`src/rtl/dcache_fill_fsm.sv`:
```
// Block-fill engine for cache misses: stalls the pipeline, streams one read
// request per cycle to memory and writes returned words into the data array.
module dcache_fill_fsm #(
    parameter int ADDR_W = 16,
    parameter int DATA_W = 16,
    parameter int WORDS  = 8,
    parameter int CNT_W  = 3
) (
    input  logic              clk,
    input  logic              rst_n,
    input  logic              miss_detected,
    input  logic [ADDR_W-1:0] miss_address,
    output logic              fsm_busy,
    output logic              mem_en,
    output logic [ADDR_W-1:0] memory_address,
    input  logic              memory_data_valid,
    input  logic [DATA_W-1:0] memory_data,
    output logic              write_data_array,
    output logic [ADDR_W-1:0] cache_wrt_addr,
    output logic [DATA_W-1:0] cache_wrt_data,
    output logic              write_tag_array
);

    localparam int              OFF_W   = $clog2(WORDS * DATA_W / 8);
    localparam logic [CNT_W:0]  WORDS_C = (CNT_W + 1)'(WORDS);

    typedef enum logic {
        S_IDLE,
        S_WAIT
    } state_t;

    state_t              state_q;
    logic [CNT_W:0]      issue_cnt_q;
    logic [CNT_W:0]      recv_cnt_q;
    logic [ADDR_W-1:0]   base_q;

    logic                inWait;
    logic                issuing;
    logic                recvOk;
    logic                lastWord;
    logic [ADDR_W-1:0]   issueOffset;
    logic [ADDR_W-1:0]   recvOffset;

    // Outputs decode directly from the registered state so the detect-cycle
    // stall and the in-flight strobes line up with the memory pipeline.
    assign inWait      = rst_n && (state_q == S_WAIT);
    assign issuing     = inWait && (issue_cnt_q < WORDS_C);
    assign recvOk      = inWait && memory_data_valid && (recv_cnt_q < WORDS_C);
    assign lastWord    = recvOk && (recv_cnt_q == WORDS_C - 1'b1);

    assign issueOffset = {{(ADDR_W-CNT_W-1){1'b0}}, issue_cnt_q[CNT_W-1:0], 1'b0};
    assign recvOffset  = {{(ADDR_W-CNT_W-1){1'b0}}, recv_cnt_q[CNT_W-1:0], 1'b0};

    assign fsm_busy         = rst_n && ((state_q == S_WAIT) || miss_detected);
    assign mem_en           = issuing;
    assign memory_address   = issuing ? (base_q + issueOffset) : '0;
    assign write_data_array = recvOk;
    assign cache_wrt_addr   = recvOk ? (base_q + recvOffset) : '0;
    assign cache_wrt_data   = memory_data;
    assign write_tag_array  = lastWord;

    // Base is block-aligned, so base + offset can never carry out of the block.
    always_ff @(posedge clk) begin
        if (!rst_n) begin
            state_q     <= S_IDLE;
            issue_cnt_q <= '0;
            recv_cnt_q  <= '0;
            base_q      <= '0;
        end else begin
            case (state_q)
                S_IDLE: begin
                    if (miss_detected) begin
                        base_q      <= {miss_address[ADDR_W-1:OFF_W], {OFF_W{1'b0}}};
                        issue_cnt_q <= '0;
                        recv_cnt_q  <= '0;
                        state_q     <= S_WAIT;
                    end
                end
                S_WAIT: begin
                    if (issuing) begin
                        issue_cnt_q <= issue_cnt_q + 1'b1;
                    end
                    if (recvOk) begin
                        recv_cnt_q <= recv_cnt_q + 1'b1;
                    end
                    if (lastWord) begin
                        state_q <= S_IDLE;
                    end
                end
                default: state_q <= S_IDLE;
            endcase
        end
    end

endmodule

```
`config.mk`:
```
export PLATFORM = sky130hd
export DESIGN_NAME = dcache_fill_fsm
export DESIGN_NICKNAME = d
export VERILOG_FILES = /design/src/rtl/dcache_fill_fsm.sv
export SDC_FILE = /design/constraint.sdc
export NUM_CORES = 1
export LEC_CHECK = 0
export CAP_MARGIN = 20
export CORE_MARGIN = 4
export CORE_UTILIZATION = 36
export CTS_CLUSTER_SIZE = 30
export DETAILED_ROUTE_END_ITERATION = 8
export GPL_ROUTABILITY_DRIVEN = 0
export PLACE_DENSITY = 0.84
export SLEW_MARGIN = 20
export SYNTH_ARGS = -nofsm -noshare
export SYNTH_HDL_FRONTEND = slang
export SYNTH_SLANG_ARGS = --single-unit
```
`constraint.sdc`:
```
create_clock -name clk -period 1.81 [get_ports clk]
set_clock_uncertainty 0.1 [all_clocks]
set_input_delay 0.362 -clock clk [delete_from_list [all_inputs] [get_ports clk]]
set_output_delay 0.362 -clock clk [all_outputs]
set_load 0.1 [all_outputs]
```
==> results_dict.tcl, run 1 <==
set metrics [dict create \
    grt_max_degree 21 \
    fin_cells 231 \
    routed_wl_mm 3.18 \
    ys_seq_area_share_pct 35.4 \
    cts_max_level 1 \
    seqCellArea_sq_um 427 \
    status "finished, violations left" \
    drive_above_1_share_pct 49.7 \
    core-area_sq_um 3100 \
    grt_util_all_layers_pct 15.3 \
    diodes 0 \
    whs_ns 0.357 \
    ys_warn_count 0 \
    dp_cells 219 \
    min_path_cells 2 \
    min_from "recv_cnt_q[3]" \
    path_clk_slew_ns 0.11 \
    cap_violations 0 \
    worstReg2RegStart "state_q" \
    synth_seq_cells 21 \
    grt_pass1_wl_mm 4.95 \
    worst-setup-path-type "reg -> out" \
    r2r_setup_slack_ns 0.18 \
    drc 0 \
    grt_setup_unrepaired "true" \
    fin_tns_setup_ns -2.05 \
    dpl.hpwl_mm 2.42 \
    vias 1068 \
    critPathCaptureType "primary output" \
    slew_violations 0 \
    std_cell_rows 20 \
    io_pins 88 \
    fillerInstances 248 \
    r2r_cells 6 \
    grt_overflow 0 \
    fin_crit_ns 1.91 \
    cts_tree "done" \
    drt_iter0_drc 30 \
    die_area_sq_um 4290 \
    reg2reg_to "issue_cnt_q[0]" \
    synth_area_sq_um 1190 \
    p_leak_nw 0.917 \
    dieHeight_um 65.5 \
    layout.nets 226 \
    pre_cts_slack_ns -0.280 \
    hold_violations 0 \
    clock_path_buffers 2 \
    cp_max_fo 4 \
    setup_viol_count_final 32 \
    multi_input_area_sq_um 669 \
    period_share_pct 106 \
    holdPathEnd "recv_cnt_q[3]" \
    power_w 0.00103 \
    clk-insertion-delay-late_ns 0.30 \
    drt_first_pass_iters 4 \
    violations "setup timing" \
    port_buffers 49 \
    startpoint_type "flip-flop" \
    viasPerCell 4.62 \
    fmax_mhz 523 \
    die_w_um 65.5 \
    synth_cells 143 \
    avgSynthCellArea_sq_um 8.31 \
    antenna_found_initial 0 \
    area_delta_synth_final_pct 82.0 \
    p_per_area_nw_per_um2 474 \
    required_ns 1.35 \
    routedWlPerCell_um 13.8 \
    grt_pass1_vias 1065 \
    hold_buffers 0 \
    slew_headroom_pct 60.4 \
    synth.distinct_cells 27 \
    cts_root_buffer "clkbuf_4" \
    irDropWorstVdd_v 0.000334 \
    worst_slack_ns -0.104 \
    worstMarginPinSlew_ns 0.594 \
    initial_core_util_pct 38.3 \
    final_antenna_net_count 0 \
    clock_sinks 21 \
    crit_arrival_ns 1.45 \
    cts_buffers 3 \
    hold_path_class "reg -> reg" \
]
## registers in the layout, indices dropped and copies added, names as in the netlist
register and flops:
base_q 12, issue_cnt_q 4, recv_cnt_q 4, state_q 1
## area by class of cell
class | count | share of cell area, %
Tap cell | 44 | 2.54
Clock buffer | 4 | 1.21
Multi-Input combinational cell | 96 | 30.9
Sequential cell | 21 | 19.7
Timing Repair Buffer | 66 | 45.6
## cells in the final DEF, fill, tap and decap left out, types with 3 or more instances in the layout
| cell | netlist | final |
|---|---|---|
| dfxtp_1 | 21 | 18 |
| a21boi_0 | 4 | 4 |
| nand2_1 | 27 | 27 |
| nand3_1 | 4 | 4 |
| clkbuf_4 | 0 | 3 |
| buf_4 | 18 | 9 |
| and2_4 | 0 | 30 |
| buf_12 | 0 | 34 |
| clkdlybuf4s50_1 | 0 | 13 |
| buf_6 | 1 | 8 |
| a21boi_1 | 8 | 8 |
## power by group
| group | internal (W) | total [W] | leakage, nW | switching [W] |
|---|---|---|---|---|
| sequential | 0.000483 | 0.000502 | 0.173 | 0.0000183 |
| combinational | 0.000130 | 0.000299 | 0.729 | 0.000170 |
| clock | 0.0000860 | 0.000225 | 0.0150 | 0.000139 |
| total | 0.000699 | 0.00103 | 0.917 | 0.000327 |
## synth_stat cells
master | count | area share, %
and2_1 | 30 | 16
nand2_1 | 27 | 8.5
dfxtp_1 | 21 | 35
buf_4 | 18 | 11
a21boi_1 | 8 | 5.1
buf_2 | 7 | 2.9
a21boi_0 | 4 | 2.5
nand3_1 | 4 | 1.7
a22o_1 | 2 | 1.5
ha_1 | 2 | 2.1
mux2_2 | 2 | 1.9
nand4_1 | 2 | 1.1
nor3b_1 | 2 | 1.3
and3_1 | 1 | 0.53
and3b_1 | 1 | 0.74
and4b_1 | 1 | 0.84
buf_6 | 1 | 0.95
clkbuf_1 | 1 | 0.32
conb_1 | 1 | 0.32
mux2i_1 | 1 | 0.84
nand2b_1 | 1 | 0.53
nand3b_1 | 1 | 0.63
nand4b_1 | 1 | 0.74
nor2b_1 | 1 | 0.53
nor2b_2 | 1 | 0.74
o211ai_1 | 1 | 0.63
o21a_1 | 1 | 0.63
## kinds of logic after synthesis
family          after synthesis  synth area share, %
mux                           3                 2.74
buf+inv                      27                 15.6
other cells                   1                0.315
simple gates                 73                 33.6
flops                        21                 35.4
compound gates               16                 10.3
fa+ha+maj                     2                 2.10
## per-layer routing
metal  GRT usage (%)  share of wire, %  vias to the layer above
met3            3.08               5.2                        6
met5               0                 0                        -
met2            31.4                60                       38
li1                -                 -                      531
met1            14.2                33                      493
met4            6.48               1.3                        0
## through the flow
step,utilization (%),area [sq um]
final,69.7,2160
after global routing,69.7,2160
after CTS,69.5,2160
after detailed placement,65.0,2020
after global placement,65.0,2020
after floorplan,-,1250
## repair_timing
action / 4_1_cts / 5_1_grt
setup endpoints to repair: 34 / 33
setup buffers: 6 / 0
gates cloned: 2 / 0
hold endpoints to repair: 0 / 0
resized for setup: 31 / 3
pin swaps: 9 / 1
## critical path, stage by stage, from the launching register on
cell,delay [ns]
dfxtp_2,0.33
and4b_2,0.34
buf_6,0.11
and3_4,0.19
buf_12,0.17
## worst max path at each step
stage	from	slack, ns	endpoint
floorplan	state_q	-0.02	cache_wrt_addr[11]
finish	recv_cnt_q[3]	-0.10	write_tag_array
global route	recv_cnt_q[3]	-0.19	cache_wrt_addr[14]
CTS	state_q	-0.11	write_tag_array
global placement	rst_n	-0.27	cache_wrt_addr[15]
detailed placement	rst_n	-0.28	cache_wrt_addr[15]
Power figures use the tool's default switching activity.
==> inputs of run 2 (changes only) <==
--- a/config.mk
+++ b/config.mk
@@ -12,7 +12,6 @@
 export DETAILED_ROUTE_END_ITERATION = 8
 export GPL_ROUTABILITY_DRIVEN = 0
 export PLACE_DENSITY = 0.84
-export SLEW_MARGIN = 20
 export SYNTH_ARGS = -nofsm -noshare
 export SYNTH_HDL_FRONTEND = slang
 export SYNTH_SLANG_ARGS = --single-unit
==> results of run 2 <==
The final DEF is identical to that of run 1; final timing and power are the same.
==> inputs of run 3 (changes only) <==
--- a/config.mk
+++ b/config.mk
@@ -6,6 +6,7 @@
 export NUM_CORES = 1
 export LEC_CHECK = 0
 export CAP_MARGIN = 20
+export CORE_ASPECT_RATIO = 2
 export CORE_MARGIN = 4
 export CORE_UTILIZATION = 36
 export CTS_CLUSTER_SIZE = 30
==> results_dict.tcl, run 3 (synthesis gave the netlist of run 1 again) <==
set metrics [dict create \
    status "finished, violations left" \
    violations "setup timing" \
    vias 1073 \
    grt_setup_unrepaired "true" \
    grt_overflow 0 \
    viasPerCell 4.90 \
    core-area_sq_um 3190 \
    met3_usage_pct 1.84 \
    drive_above_1_share_pct 50.0 \
    area_delta_synth_final_pct 82.2 \
    crit_arrival_ns 1.39 \
    fin_crit_ns 1.85 \
    std_cell_rows 29 \
    largest_register_ffs 12 \
    cts_buffers 3 \
    r2r_setup_slack_ns 0.21 \
    p_leak_nw 0.932 \
    final_common_cell "buf_12" \
    grt_pass1_vias 1128 \
    largest_register "base_q" \
    path_clk_slew_ns 0.08 \
    grt_pass1_wl_mm 4.91 \
    drt_first_pass_iters 4 \
    dp_cells 209 \
    fin_tns_setup_ns -0.482 \
    fillerInstances 243 \
    cp_max_fo 7 \
    period_share_pct 102 \
    grt_util_all_layers_pct 14.4 \
    io_pins 88 \
    diodes 0 \
    fin_area_sq_um 2170 \
    grt_busiest_layer "met2" \
    port_buffers 49 \
    pre_cts_slack_ns -0.316 \
    layout.nets 227 \
    slew_violations 0 \
    die_area_sq_um 4340 \
    fmax_mhz 540 \
    grt_max_degree 21 \
    crit_start "recv_cnt_q[3]" \
    final_antenna_net_count 0 \
    top_regs "base_q x12, issue_cnt_q x4, recv_cnt_q x4" \
    drt_iter0_drc 15 \
    critPathCaptureType "primary output" \
    hold_path_class "reg -> reg" \
    drc 0 \
    antenna_found_initial 0 \
    clock_path_buffers 2 \
    routedWlPerCell_um 13.7 \
    final_cell_mix "buf_12 (35), and2_4 (30), nand2_1 (27), dfxtp_1 (19), clkdlybuf4s50_1 (13)" \
    die_w_um 48.6 \
    routed_wl_mm 3.00 \
    p_per_area_nw_per_um2 511 \
    dpl.hpwl_mm 2.29 \
    startpoint_type "flip-flop" \
    cts_tree "done" \
    clock_sinks 21 \
    place_area_sq_um 2040 \
    worst-setup-path-type "reg -> out" \
    fin_cells 219 \
    clk-insertion-delay-late_ns 0.26 \
    cts_max_level 1 \
    cts_root_buffer "clkbuf_8" \
    dieHeight_um 89.3 \
    worst_slack_ns -0.0420 \
    initial_core_util_pct 37.2 \
    use_met2_pct 27.5 \
    hold_violations 0 \
    grtUsageMet1_pct 13.4 \
    required_ns 1.35 \
    irDropWorstVdd_v 0.000459 \
    min_from "issue_cnt_q[3]" \
    setup_viol_count_final 16 \
    worstReg2RegStart "state_q" \
    cap_violations 0 \
]
[run 3: cell types whose count changed in the layout (fill, tap and decap cells not counted), moves of 3 or more]
cell      before  now
buf_6          8    4
clkbuf_8       0    3
clkbuf_4       3    0
buf_4          9   12
[run 3: per-stage QoR]
step	total power, W	utilization (%)	hold WS [ns]
floorplan	0.000851	-	0.330
global placement	0.000794	63.8	0.340
detailed placement	0.000799	63.8	0.354
CTS	0.00111	67.8	0.368
global route	0.00115	67.8	0.387
finish	0.00111	67.8	0.366
[run 3: worst paths after layout]
kind | to | depth (start not counted)
worst max-delay path | cache_wrt_addr[9] | 4
worst min-delay path | issue_cnt_q[3] | 2
worst max register to register | issue_cnt_q[0] | 6
worst min register to register | issue_cnt_q[3] | 2
[run 3: where the power goes]
group	switching (W)	leakage [nW]	internal, W
Combinational	0.000171	0.734	0.000131
Sequential	0.0000174	0.173	0.000483
Clock	0.000150	0.0255	0.000153
Total	0.000339	0.932	0.000768
[run 3: per-layer routing]
metal	up-vias	share of wire, %
met5	-	0
met4	0	3.6
met3	11	6.0
met2	39	57
li1	532	-
met1	491	34
[run 3: area by class of cell]
| class | instances | area, sq um | area share [%] |
|---|---|---|---|
| Multi-Input combinational cell | 96 | 666 | 30.7 |
| Tap cell | 31 | 38.8 | 1.79 |
| Clock buffer | 3 | 41.3 | 1.91 |
| Timing Repair Buffer | 67 | 990 | 45.7 |
| Sequential cell | 21 | 425 | 19.6 |
| Clock inverter | 1 | 5.00 | 0.231 |
[run 3: repair_timing]
| item | CTS | global route |
|---|---|---|
| setup buffers | 5 | 0 |
| endpoints found under the setup margin | 34 | 28 |
| pin swaps | 4 | 0 |
| gates cloned | 1 | 0 |
| resized for setup | 25 | 2 |
| hold buffers | 0 | 0 |
[run 3: worst max-delay path: stages (launching register included)]
cell and delay (ns):
dfxtp_1 0.31, and4b_2 0.35, buf_6 0.15, and2_4 0.15, buf_12 0.16
